## config.mk

```make
export PLATFORM = sky130hd
export DESIGN_NAME = mano_io_port
export DESIGN_NICKNAME = d
export VERILOG_FILES = /design/src/rtl/mano_io_port.sv
export SDC_FILE = /design/constraint.sdc
export NUM_CORES = 1
export LEC_CHECK = 0
export CORE_MARGIN = 2
export CORE_UTILIZATION = 40
export CTS_BUF_LIST = sky130_fd_sc_hd__clkbuf_16
export CTS_CLUSTER_SIZE = 20
export DETAILED_ROUTE_END_ITERATION = 12
export PLACE_DENSITY = 0.66
export SYNTH_ARGS = -nofsm -noshare
export SYNTH_HDL_FRONTEND = slang
export SYNTH_SLANG_ARGS = --single-unit
```

## constraint.sdc

```tcl
create_clock -name mclk -period 2.5 [get_ports mclk]
set_input_delay 0.75 -clock mclk [delete_from_list [all_inputs] [get_ports mclk]]
set_output_delay 0.75 -clock mclk [all_outputs]
set_load 0.005 [all_outputs]
```

## src/rtl/mano_io_port.sv

```systemverilog
// Device-side responder for the Mano programmed-I/O handshake: buffered INPR/FGI input
// channel, OUTR/FGO output channel with device busy time, and the I/O interrupt request.
//   state   | meaning
//   TX_IDLE | fgo=1, waiting for the core's OUT
//   TX_SEND | byte presented on tx_data/tx_valid until the sink takes it
//   TX_BUSY | device busy countdown before fgo re-asserts
module mano_io_port #(
  parameter int DATAW    = 8,
  parameter int FIFO_AW  = 2,
  parameter int TX_DELAY = 2
) (
  input  logic               mclk,
  input  logic               mrst,
  input  logic               rx_valid,
  input  logic [DATAW-1:0]   rx_data,
  output logic               rx_ready,
  output logic [DATAW-1:0]   inpr,
  output logic               fgi,
  input  logic               core_inp,
  input  logic [DATAW-1:0]   outr_in,
  input  logic               core_out,
  output logic               fgo,
  input  logic               ien,
  output logic               irq,
  output logic               tx_valid,
  output logic [DATAW-1:0]   tx_data,
  input  logic               tx_ready,
  output logic [FIFO_AW:0]   rx_count,
  output logic               err_inp,
  output logic               err_out
);

  localparam int DEPTH = 1 << FIFO_AW;
  localparam int CW    = (TX_DELAY > 0) ? $clog2(TX_DELAY + 1) : 1;

  typedef enum logic [1:0] {TX_IDLE, TX_SEND, TX_BUSY} tx_state_e;

  logic [DATAW-1:0]   mem_q [DEPTH];
  logic [DATAW-1:0]   mem_d [DEPTH];
  logic [FIFO_AW-1:0] wr_ptr_q, wr_ptr_d, rd_ptr_q, rd_ptr_d;
  logic [FIFO_AW:0]   count_q, count_d;
  logic [DATAW-1:0]   inpr_q, inpr_d;
  logic               fgi_q, fgi_d;
  logic               err_inp_q, err_inp_d;
  tx_state_e          state_q, state_d;
  logic [CW-1:0]      cnt_q, cnt_d;
  logic [DATAW-1:0]   tx_data_q, tx_data_d;
  logic               err_out_q, err_out_d;
  logic               push, pop;

  assign rx_ready = (count_q != (FIFO_AW+1)'(DEPTH));
  assign push     = rx_valid & rx_ready;
  // No bypass: only bytes already in the FIFO before this edge can move to inpr.
  assign pop      = ~fgi_q & ~core_inp & (count_q != '0);

  always_comb begin
    mem_d     = mem_q;
    wr_ptr_d  = wr_ptr_q;
    rd_ptr_d  = rd_ptr_q;
    count_d   = count_q;
    inpr_d    = inpr_q;
    fgi_d     = fgi_q;
    err_inp_d = err_inp_q;
    if (push) begin
      mem_d[wr_ptr_q] = rx_data;
      wr_ptr_d        = wr_ptr_q + FIFO_AW'(1);
    end
    if (pop) begin
      inpr_d   = mem_q[rd_ptr_q];
      fgi_d    = 1'b1;
      rd_ptr_d = rd_ptr_q + FIFO_AW'(1);
    end
    if (push && !pop)      count_d = count_q + (FIFO_AW+1)'(1);
    else if (!push && pop) count_d = count_q - (FIFO_AW+1)'(1);
    if (core_inp) begin
      if (fgi_q) fgi_d     = 1'b0;
      else       err_inp_d = 1'b1;
    end
  end

  always_ff @(posedge mclk) begin
    if (mrst) begin
      mem_q     <= '{default: '0};
      wr_ptr_q  <= '0;
      rd_ptr_q  <= '0;
      count_q   <= '0;
      inpr_q    <= '0;
      fgi_q     <= 1'b0;
      err_inp_q <= 1'b0;
      state_q   <= TX_IDLE;
      cnt_q     <= '0;
      tx_data_q <= '0;
      err_out_q <= 1'b0;
    end else begin
      mem_q     <= mem_d;
      wr_ptr_q  <= wr_ptr_d;
      rd_ptr_q  <= rd_ptr_d;
      count_q   <= count_d;
      inpr_q    <= inpr_d;
      fgi_q     <= fgi_d;
      err_inp_q <= err_inp_d;
      state_q   <= state_d;
      cnt_q     <= cnt_d;
      tx_data_q <= tx_data_d;
      err_out_q <= err_out_d;
    end
  end

  always_comb begin
    state_d   = state_q;
    cnt_d     = cnt_q;
    tx_data_d = tx_data_q;
    err_out_d = err_out_q;
    if (core_out && state_q != TX_IDLE) err_out_d = 1'b1;
    case (state_q)
      TX_IDLE: begin
        if (core_out) begin
          tx_data_d = outr_in;
          state_d   = TX_SEND;
        end
      end
      TX_SEND: begin
        if (tx_ready) begin
          if (TX_DELAY == 0) begin
            state_d = TX_IDLE;
          end else begin
            state_d = TX_BUSY;
            cnt_d   = CW'(TX_DELAY);
          end
        end
      end
      TX_BUSY: begin
        cnt_d = cnt_q - CW'(1);
        if (cnt_q == CW'(1)) state_d = TX_IDLE;
      end
      default: state_d = TX_IDLE;
    endcase
  end

  always_comb begin
    fgo      = (state_q == TX_IDLE);
    tx_valid = (state_q == TX_SEND);
  end

  assign inpr     = inpr_q;
  assign fgi      = fgi_q;
  assign tx_data  = tx_data_q;
  assign rx_count = count_q;
  assign err_inp  = err_inp_q;
  assign err_out  = err_out_q;
  assign irq      = ien & (fgi_q | fgo);

endmodule
```

# ---- Word-level counts from Yosys, hierarchy flattened
# Index checks and enable logic that the tools add are counted.
dict set report op_classes {
  n_addsub 5
  n_mul 0
  div_mod_pow 0
  order_cmp 3
  eq_ne 7
  n_shift 0
  n_mux 16
  n_bitwise 9
  n_reduce_logical 15
}
# op count
set ops {}
lappend ops {{$bwmux 32} 1}
lappend ops {{$mux 8} 3}
lappend ops {{$bmux 8 s2} 1}
lappend ops {{$demux 8 s2} 1}
lappend ops {{$ge 3x3->1 const B} 2}
lappend ops {{$mux 2} 3}
lappend ops {{$mux 3} 2}
lappend ops {{$not 2->3} 2}
lappend ops {{$pmux 2 s3} 1}
lappend ops {{$reduce_and 2->1} 3}
lappend ops {{$reduce_bool 2->1} 3}
lappend ops {{$add 2x1->2 const B} 2}
lappend ops {{$and 1x1->1} 4}
lappend ops {{$eq 2x1->1 const B} 2}
lappend ops {{$logic_and 1x1->1} 4}
lappend ops {{$ne 2x2->1 const B} 2}
lappend ops {{$pmux 2 s2} 1}
lappend ops {{$add 3x1->3 const B} 1}
lappend ops {{$lt 3x1->1 const B} 1}
lappend ops {{$mux 1} 3}
lappend ops {{$ne 3x3->1 const B} 1}
lappend ops {{$reduce_and 3->1} 1}
lappend ops {{$reduce_bool 3->1} 1}
lappend ops {{$sub 3x1->3 const B} 1}
lappend ops {{7 further kinds} 9}
dict set report totals {
  ff_bits 62
  latch_bits 0
  ram_bits 0
  mem_bits_ro 0
  out_inout_bits 26
  n_memories 0
}

# ---- Depth between registers and ports, before layout
# Gate-level depths: netlist of run 1.
dict set report depth {
  word_depth 6
  depth_mapped 9
}

# ---- Least setup slack after synthesis of run 1
# OpenSTA, ideal clock, no wires.
dict set report synth_timing {
  path_kind {input-to-reg}
  startpoint {input rx_valid}
  endpoint {register count_q[2] (netlist: rx_count[2])}
  t_arrival_ps 2451
  t_required_ps 2430
  path_slack_ps -21
  path_stages 9
  cell_sequence {clkbuf_1 -> inv_1 -> nor2_1 -> ha_1 -> inv_1 -> fa_1 -> xor2_1 -> or3_2 -> a21oi_1}
}
dict set report synth_via {
  elab_chain_len 4
  elab_cells_between_ends 6
  cone_classes {mux (1); bitwise (1); reduce/logical (4)}
}
# element line_no
set synth_lines {}
lappend synth_lines {{from (decl)} 14} ;# input logic rx_valid,
lappend synth_lines {{$and 1x1->1 *} 52} ;# assign push = rx_valid & rx_ready;
lappend synth_lines {{net push} 49} ;# logic push, pop;
lappend synth_lines {{$logic_not 1->1} 74} ;# else if (!push && pop) count_d = count_q - (FIFO_AW+1)'(1);
lappend synth_lines {{$logic_and 1x1->1} 74}
lappend synth_lines {{$reduce_bool 2->1 (no source line)} n/a}
lappend synth_lines {{to (signal assigned)} 98} ;# count_q <= count_d;
lappend synth_lines {{to (decl)} 41} ;# logic [FIFO_AW:0] count_q, count_d;
# Mark *: on every way through the listed nets, which the timed path passes. The rest lies on a longest branch.
# A chain may end at the register's enable or synchronous reset.

# ---- Final worst setup path of run 1
dict set report layout_timing {
  startpoint {input core_inp}
  endpoint {register count_q[2] (netlist: rx_count[2])}
}
dict set report layout_via {
  elab_chain_len 6
  elab_cells_between_ends 8
  cone_classes {mux (1); bitwise (3); reduce/logical (4)}
}
# element line_no
set layout_lines {}
lappend layout_lines {{from (decl)} 19} ;# input logic core_inp,
lappend layout_lines {{$not 1->1 *} 54} ;# assign pop = ~fgi_q & ~core_inp & (count_q != '0);
lappend layout_lines {{$and 1x1->1 * (2 in a row)} 54}
lappend layout_lines {{$logic_not 1->1} 73} ;# if (push && !pop) count_d = count_q + (FIFO_AW+1)'(1);
lappend layout_lines {{$logic_and 1x1->1} 73}
lappend layout_lines {{$mux 3 or $reduce_bool 2->1 (tied branches)} n/a}
# Every way passes the cells marked *; elsewhere a longest branch is shown, timed or not.

==> flow_metrics.tcl, run 1 <==
set metrics [dict create \
    synth.avg_cell_area_um2 10.3 \
    drt_iter0_markers 34 \
    drc_errors 0 \
    synth_fa_ha_area_frac 0.0344 \
    crit_path_end "rx_count[2]$_SDFFE_PP0P_" \
    met2_usage 0.251 \
    dieWidth_um 87.1 \
    clk_pin_slew_ns 0.05 \
    vias 1998 \
    clockBufferDepth 2 \
    grt_pass1_wl_mm 8.97 \
    synth_top_area_frac 0.449 \
    portBuffers 48 \
    tns_ns 0 \
    fin_skew_ns 0.00352 \
    vias_per_cell 4.93 \
    reg2reg_slack_ns 0.31 \
    synth.distinct_cells 33 \
    holdWs_ns 0.448 \
    internal-power_uw 2190 \
    ys_top_cells_by_area "dfxtp_1 45%, mux2i_1 15%, nand2b_1 9.3%" \
    yosys.area.top_type "dfxtp_1" \
    synthSimpleGateAreaFrac 0.186 \
    max_stage_delay_ns 0.49 \
    slew_viol_final 0 \
    ff2ff_path_depth 8 \
    synth-compound-area-share 0.0648 \
    grt-ovfl-total 0 \
    crit_path_start_kind "input pin" \
    layout.nets 351 \
    path_class "in2reg" \
    grt_usage 0.154 \
    cts_tree "built" \
    run_status "completed" \
    finalPower_uw 3060 \
    postCtsHoldBufs 0 \
    fmax_mhz 413 \
    wl_per_cell_um 13.3 \
    synth_warnings 0 \
    maxSlewHeadroom 0.542 \
    netSwitchingPower_uw 869 \
    syn_nets 297 \
    die_h_um 87.1 \
    swShare 0.284 \
    gp_congestion 0.664 \
    syn_inst 267 \
    setup_viol 0 \
    required_ns 2.76 \
    pre_cts_slack_ns -0.275 \
    rsz0062_at_grt "false" \
    root_buffer "clkbuf_16" \
    hpwl_mm 3.69 \
    cts_buffers 9 \
    ctsHtreeMaxLevel 3 \
    synth-seq-cells 62 \
    comb_power_share 0.269 \
    fin_cells 405 \
    p_clk_frac 0.337 \
    synth_seq_area_share 0.449 \
    cp_cell_sequence "clkdlybuf4s50_1, nor2_1, nand2_1, ha_2, inv_1, fa_1, xor2_1, or3_2, a21oi_2" \
    powerDensity_nw_per_um2 849 \
    synthFlopType "dfxtp_1" \
    grt_max_degree 36 \
    leakage_uw 0.00151 \
    fin_ws_ns 0.0796 \
    critPathMaxFanout 2 \
    final.min_clock_period_ns 2.42 \
    area_growth_pct 30.5 \
    power_frac_seq 0.394 \
    crit_start "core_inp" \
    synthXorXnorAreaFrac 0.00634 \
    first_global_vias 1925 \
    r2r_start "rx_count[1]$_SDFFE_PP0P_" \
    drive_above_1_share 0.129 \
    grt_use_met3 0.0682 \
    finalWirelength_mm 5.37 \
    grtUsageMet1 0.182 \
    cp_slowest_cell "clkdlybuf4s50_1" \
    yosysMostFrequentCell "dfxtp_1" \
    cp.arrival_ns 2.68 \
    io_pins 49 \
    antenna_found_initial 0 \
    hp-class "reg2reg" \
    rows 30 \
    dpl.cell_count 390 \
    synth-edff-count 0 \
    muxShareOfSynthArea 0.221 \
    die_area_um2 7590 \
    synthArstFlopShare 0 \
    num-fill-cells 615 \
    coreArea_um2 6760 \
    clk_latency_ns 0.32 \
    clock-sinks 62 \
    worst_pin_slew_ns 0.687 \
    reg2reg_to "rx_count[2]$_SDFFE_PP0P_" \
    synth_top_family_by_area "multiplexers" \
    critPathCaptureType "flip-flop" \
    final_antenna_net_count 0 \
    syn_area_um2 2760 \
    grt-busiest-layer "met2" \
    n_antenna_cell 0 \
    start_util 0.409 \
    peakVddDrop_uv 353 \
    period_share 0.968 \
    maxCapViolations 0 \
    drtPass1Iterations 4 \
    post-cts-setup-buffers 0 \
    yosys-top-cells-count "62 x dfxtp_1, 42 x mux2i_1, 41 x nand2b_1" \
    hold_viol 0 \
]
## per-layer routing
metal | share of wire | up-vias | wire length [um]
met4 | 0.011 | 0 | 60
met3 | 0.065 | 4 | 347
met1 | 0.47 | 912 | 2540
met5 | 0 | - | 0
li1 | - | 1026 | -
met2 | 0.45 | 56 | 2420
## power by group through the flow
stage | logic (uW) | registers (uW) | clock network [uW]
finish | 824 | 1210 | 1030
global route | 913 | 1230 | 1110
CTS | 826 | 1210 | 1060
detailed placement | 823 | 1230 | 0
global placement | 809 | 1220 | 0
floorplan | 532 | 1190 | 0
## sequential cells by signal (all words and copies together), names as in the netlist
signal	cells
err_inp	1
rd_ptr_q	2
cnt_q	2
fgi	1
tx_data	8
wr_ptr_q	2
rx_count	3
state_q	2
err_out	1
inpr	8
mem_q	32
## area by class of cell
| class | count | area, um2 | area share |
|---|---|---|---|
| Multi-Input combinational cell | 181 | 1430 | 0.395 |
| Sequential cell | 62 | 1240 | 0.344 |
| Timing Repair Buffer | 59 | 559 | 0.155 |
| Clock buffer | 9 | 225 | 0.0625 |
| Tap cell | 80 | 100 | 0.0278 |
| Inverter | 8 | 30.0 | 0.00833 |
| Clock inverter | 6 | 23.8 | 0.00659 |
## stage by stage
step                       util  area, um2
final                     0.534       3600
after global routing      0.534       3600
after CTS                 0.532       3590
after detailed placement  0.495       3350
after global placement    0.495       3350
after floorplan               -       2760
## repair_timing
action,in CTS,in global routing
pin swaps,0,2
gates resized for setup,1,5
setup endpoints to repair,1,1
## critical path: cells and delay by family
family	cells	cell delay [ns]
AND/OR/NAND/NOR	3	0.56
XOR/XNOR	1	0.16
AO/OA/AOI/OAI	1	0.12
buffers and inverters	2	0.54
adder cells (fa/ha/maj)	2	0.54
## how the worst min path moves through the flow
stage                           start                endpoint  slack, ns  cells past startpoint
4_1_cts          err_out$_SDFFE_PP0P_    err_out$_SDFFE_PP0P_       0.45                      2
3_3_place_gp     err_out$_SDFFE_PP0P_    err_out$_SDFFE_PP0P_       0.44                      2
2_1_floorplan    err_out$_SDFFE_PP0P_    err_out$_SDFFE_PP0P_       0.44                      2
5_1_grt        mem_q[30]$_SDFFE_PP0P_  mem_q[30]$_SDFFE_PP0P_       0.48                      2
6_report         err_out$_SDFFE_PP0P_    err_out$_SDFFE_PP0P_       0.45                      2
3_5_place_dp     err_out$_SDFFE_PP0P_    err_out$_SDFFE_PP0P_       0.44                      2
## logic make-up after synthesis
| family | count (synthesis) |
|---|---|
| AND/OR/NAND/NOR | 87 |
| multiplexers | 51 |
| buffers and inverters | 24 |
| flip-flops | 62 |
| adder cells (fa/ha/maj) | 7 |
| XOR/XNOR | 2 |
| AO/OA/AOI/OAI | 34 |
## cells in the final DEF, fill, tap and decap left out, types with 2 or more instances in the layout
| cell | instances |
|---|---|
| dfxtp_1 | 62 |
| clkdlybuf4s50_1 | 45 |
| mux2i_1 | 42 |
| nand2b_1 | 41 |
| nor2_1 | 16 |
| a21oi_1 | 16 |
| o21ai_0 | 14 |
| nand3_1 | 11 |
| buf_4 | 11 |
| inv_1 | 9 |
| clkbuf_16 | 9 |
| mux4_2 | 8 |
| ha_1 | 5 |
| nor2b_1 | 3 |
| nand3_2 | 3 |
| inv_2 | 2 |
| or3_1 | 2 |
| nand2_1 | 2 |
| nor3_1 | 2 |
| xor2_1 | 2 |
| clkinv_1 | 2 |
Note: power is estimated with default switching activity, not from simulation.
==> run 2: changes to the inputs <==
--- a/config.mk
+++ b/config.mk
@@ -5,6 +5,7 @@
 export SDC_FILE = /design/constraint.sdc
 export NUM_CORES = 1
 export LEC_CHECK = 0
+export CAP_MARGIN = 20
 export CORE_MARGIN = 2
 export CORE_UTILIZATION = 40
 export CTS_BUF_LIST = sky130_fd_sc_hd__clkbuf_16
==> results of run 2 <==
Same layout as run 1: the final DEF is identical, and so are final timing and power.
==> run 3: changes to the inputs <==
--- a/config.mk
+++ b/config.mk
@@ -7,11 +7,11 @@
 export LEC_CHECK = 0
 export CAP_MARGIN = 20
 export CORE_MARGIN = 2
-export CORE_UTILIZATION = 40
+export CORE_UTILIZATION = 39
 export CTS_BUF_LIST = sky130_fd_sc_hd__clkbuf_16
 export CTS_CLUSTER_SIZE = 20
 export DETAILED_ROUTE_END_ITERATION = 12
-export PLACE_DENSITY = 0.66
+export SKIP_LAST_GASP = 1
 export SYNTH_ARGS = -nofsm -noshare
 export SYNTH_HDL_FRONTEND = slang
 export SYNTH_SLANG_ARGS = --single-unit
==> run 3 against run 2 <==
Sequential power about the same. Critical path depth shrank 5. First-iteration DRC count up 38%. Largest power group unchanged. Register-to-register slack better by 0.12 ns. Sequential share of layout area down 0.41 points.
==> flow_metrics.tcl, run 3 (synthesis gave the netlist of run 1 again) <==
set metrics [dict create \
    run_status "completed" \
    netSwitchingPower_uw 912 \
    vias 2017 \
    pre_cts_slack_ns -0.288 \
    cp.arrival_ns 1.63 \
    hp-class "reg2reg" \
    grt-ovfl-total 0 \
    hold_depth 2 \
    worst_pin_slew_ns 0.673 \
    layout.nets 351 \
    largest-register "mem_q" \
    final_antenna_net_count 0 \
    maxCapViolations 0 \
    crit_path_start_kind "flip-flop" \
    portBuffers 48 \
    reg2reg_to "rx_count[2]$_SDFFE_PP0P_" \
    period_share 0.952 \
    crit_start "rx_count[0]$_SDFFE_PP0P_" \
    drive_above_1_share 0.135 \
    final.min_clock_period_ns 2.38 \
    peakVddDrop_uv 469 \
    powerDensity_nw_per_um2 857 \
    ctsHtreeMaxLevel 3 \
    first_global_vias 1922 \
    drtPass1Iterations 4 \
    clk_pin_slew_ns 0.05 \
    grt_pass1_wl_mm 9.22 \
    multi_input_area_um2 1430 \
    rows 30 \
    fin_ws_ns 0.120 \
    drt_iter0_markers 47 \
    finalPower_uw 3130 \
    setup_viol 0 \
    critPathMaxFanout 7 \
    ff2ff_path_depth 8 \
    r2r_start "rx_count[2]$_SDFFE_PP0P_" \
    p_clk_frac 0.343 \
    fin_skew_ns 0.00603 \
    dieWidth_um 88.2 \
    antenna_found_initial 0 \
    rsz0062_at_grt "false" \
    path_class "reg2out" \
    postCtsHoldBufs 0 \
    vias_per_cell 4.78 \
    clock-sinks 62 \
    maxSlewHeadroom 0.551 \
    area_growth_pct 32.1 \
    hpwl_mm 3.85 \
    clockBufferDepth 2 \
    power_frac_seq 0.385 \
    die_area_um2 7770 \
    coreArea_um2 6830 \
    min_to "err_out$_SDFFE_PP0P_" \
    num-fill-cells 650 \
    die_h_um 88.2 \
    grt_usage 0.156 \
    grt_max_degree 35 \
    wl_per_cell_um 13.3 \
    reg2reg_slack_ns 0.43 \
    root_buffer "clkbuf_16" \
    post-cts-setup-buffers 0 \
    final_cell_mix "62 x dfxtp_1, 46 x clkdlybuf4s50_1, 42 x mux2i_1" \
    gp_congestion 0.709 \
    critPathCaptureType "output port" \
    leakage_uw 0.00150 \
    hold_viol 0 \
    finalWirelength_mm 5.60 \
    clk_latency_ns 0.32 \
    largest_register_ffs 32 \
    final_common_cell "dfxtp_1" \
    n_antenna_cell 0 \
    fmax_mhz 420 \
    slew_viol_final 0 \
    drc_errors 0 \
    start_util 0.404 \
    min_from "err_out$_SDFFE_PP0P_" \
    swShare 0.291 \
    cts_buffers 9 \
    io_pins 49 \
    regArea_um2 1240 \
    internal-power_uw 2220 \
    required_ns 1.75 \
    comb_power_share 0.272 \
    cts_tree "built" \
]
-- run 3: worst max-delay path, stage by stage (launching register included) --
cell and delay [ns]:
dfxtp_1 0.31, buf_4 0.16, nor3b_4 0.26, inv_2 0.12
clkdlybuf4s50_1 0.47
-- run 3: stage by stage --
step / hold WS [ns] / utilization / cell area, um2 / cells / setup TNS, ns
6_report: 0.445 / 0.534 / 3650 / 422 / 0
5_1_grt: 0.480 / 0.534 / 3650 / 422 / 0
4_1_cts: 0.450 / 0.532 / 3640 / 422 / 0
3_5_place_dp: 0.441 / 0.495 / 3380 / 406 / -0.361
3_3_place_gp: 0.441 / 0.495 / 3380 / 406 / -0.287
2_1_floorplan: 0.442 / - / 2760 / 267 / 0
-- run 3: repair_timing --
item                                    4_1_cts  5_1_grt
resized for setup                             1        4
pin swaps                                     0        2
endpoints found under the setup margin        1        1
-- run 3: routing by layer --
| layer | routed length (um) | part of all wire | GRT usage |
|---|---|---|---|
| met1 | 2760 | 0.49 | 0.204 |
| met2 | 2460 | 0.44 | 0.244 |
| met3 | 284 | 0.051 | 0.0339 |
| met4 | 92 | 0.016 | 0.0785 |
| met5 | 0 | 0 | 0 |
-- run 3: worst max-delay path by stage --
stage | endpoint | slack (ns) | cells after the start
final | rx_ready | 0.12 | 4
after global routing | rx_ready | 0.03 | 4
after CTS | rx_count[2]$_SDFFE_PP0P_ | 0.05 | 9
after detailed placement | rx_count[2]$_SDFFE_PP0P_ | -0.29 | 9
after global placement | rx_count[2]$_SDFFE_PP0P_ | -0.24 | 9
after floorplan | rx_count[2]$_SDFFE_PP0P_ | 0.09 | 9
-- run 3: final cells by class --
type	instances	area share
timing repair buffer	59	0.156
sequential	62	0.340
clock buffer	9	0.0617
tap	96	0.0329
clock inverter	7	0.00926
multi-input combinational	181	0.392
inverter	8	0.00823
-- run 3: power groups by stage --
stage | clock network [uW] | logic (uW) | registers (uW)
2_1_floorplan | 0 | 532 | 1190
3_3_place_gp | 0 | 816 | 1220
3_5_place_dp | 0 | 834 | 1220
4_1_cts | 1100 | 837 | 1200
5_1_grt | 1150 | 940 | 1220
6_report | 1070 | 849 | 1200
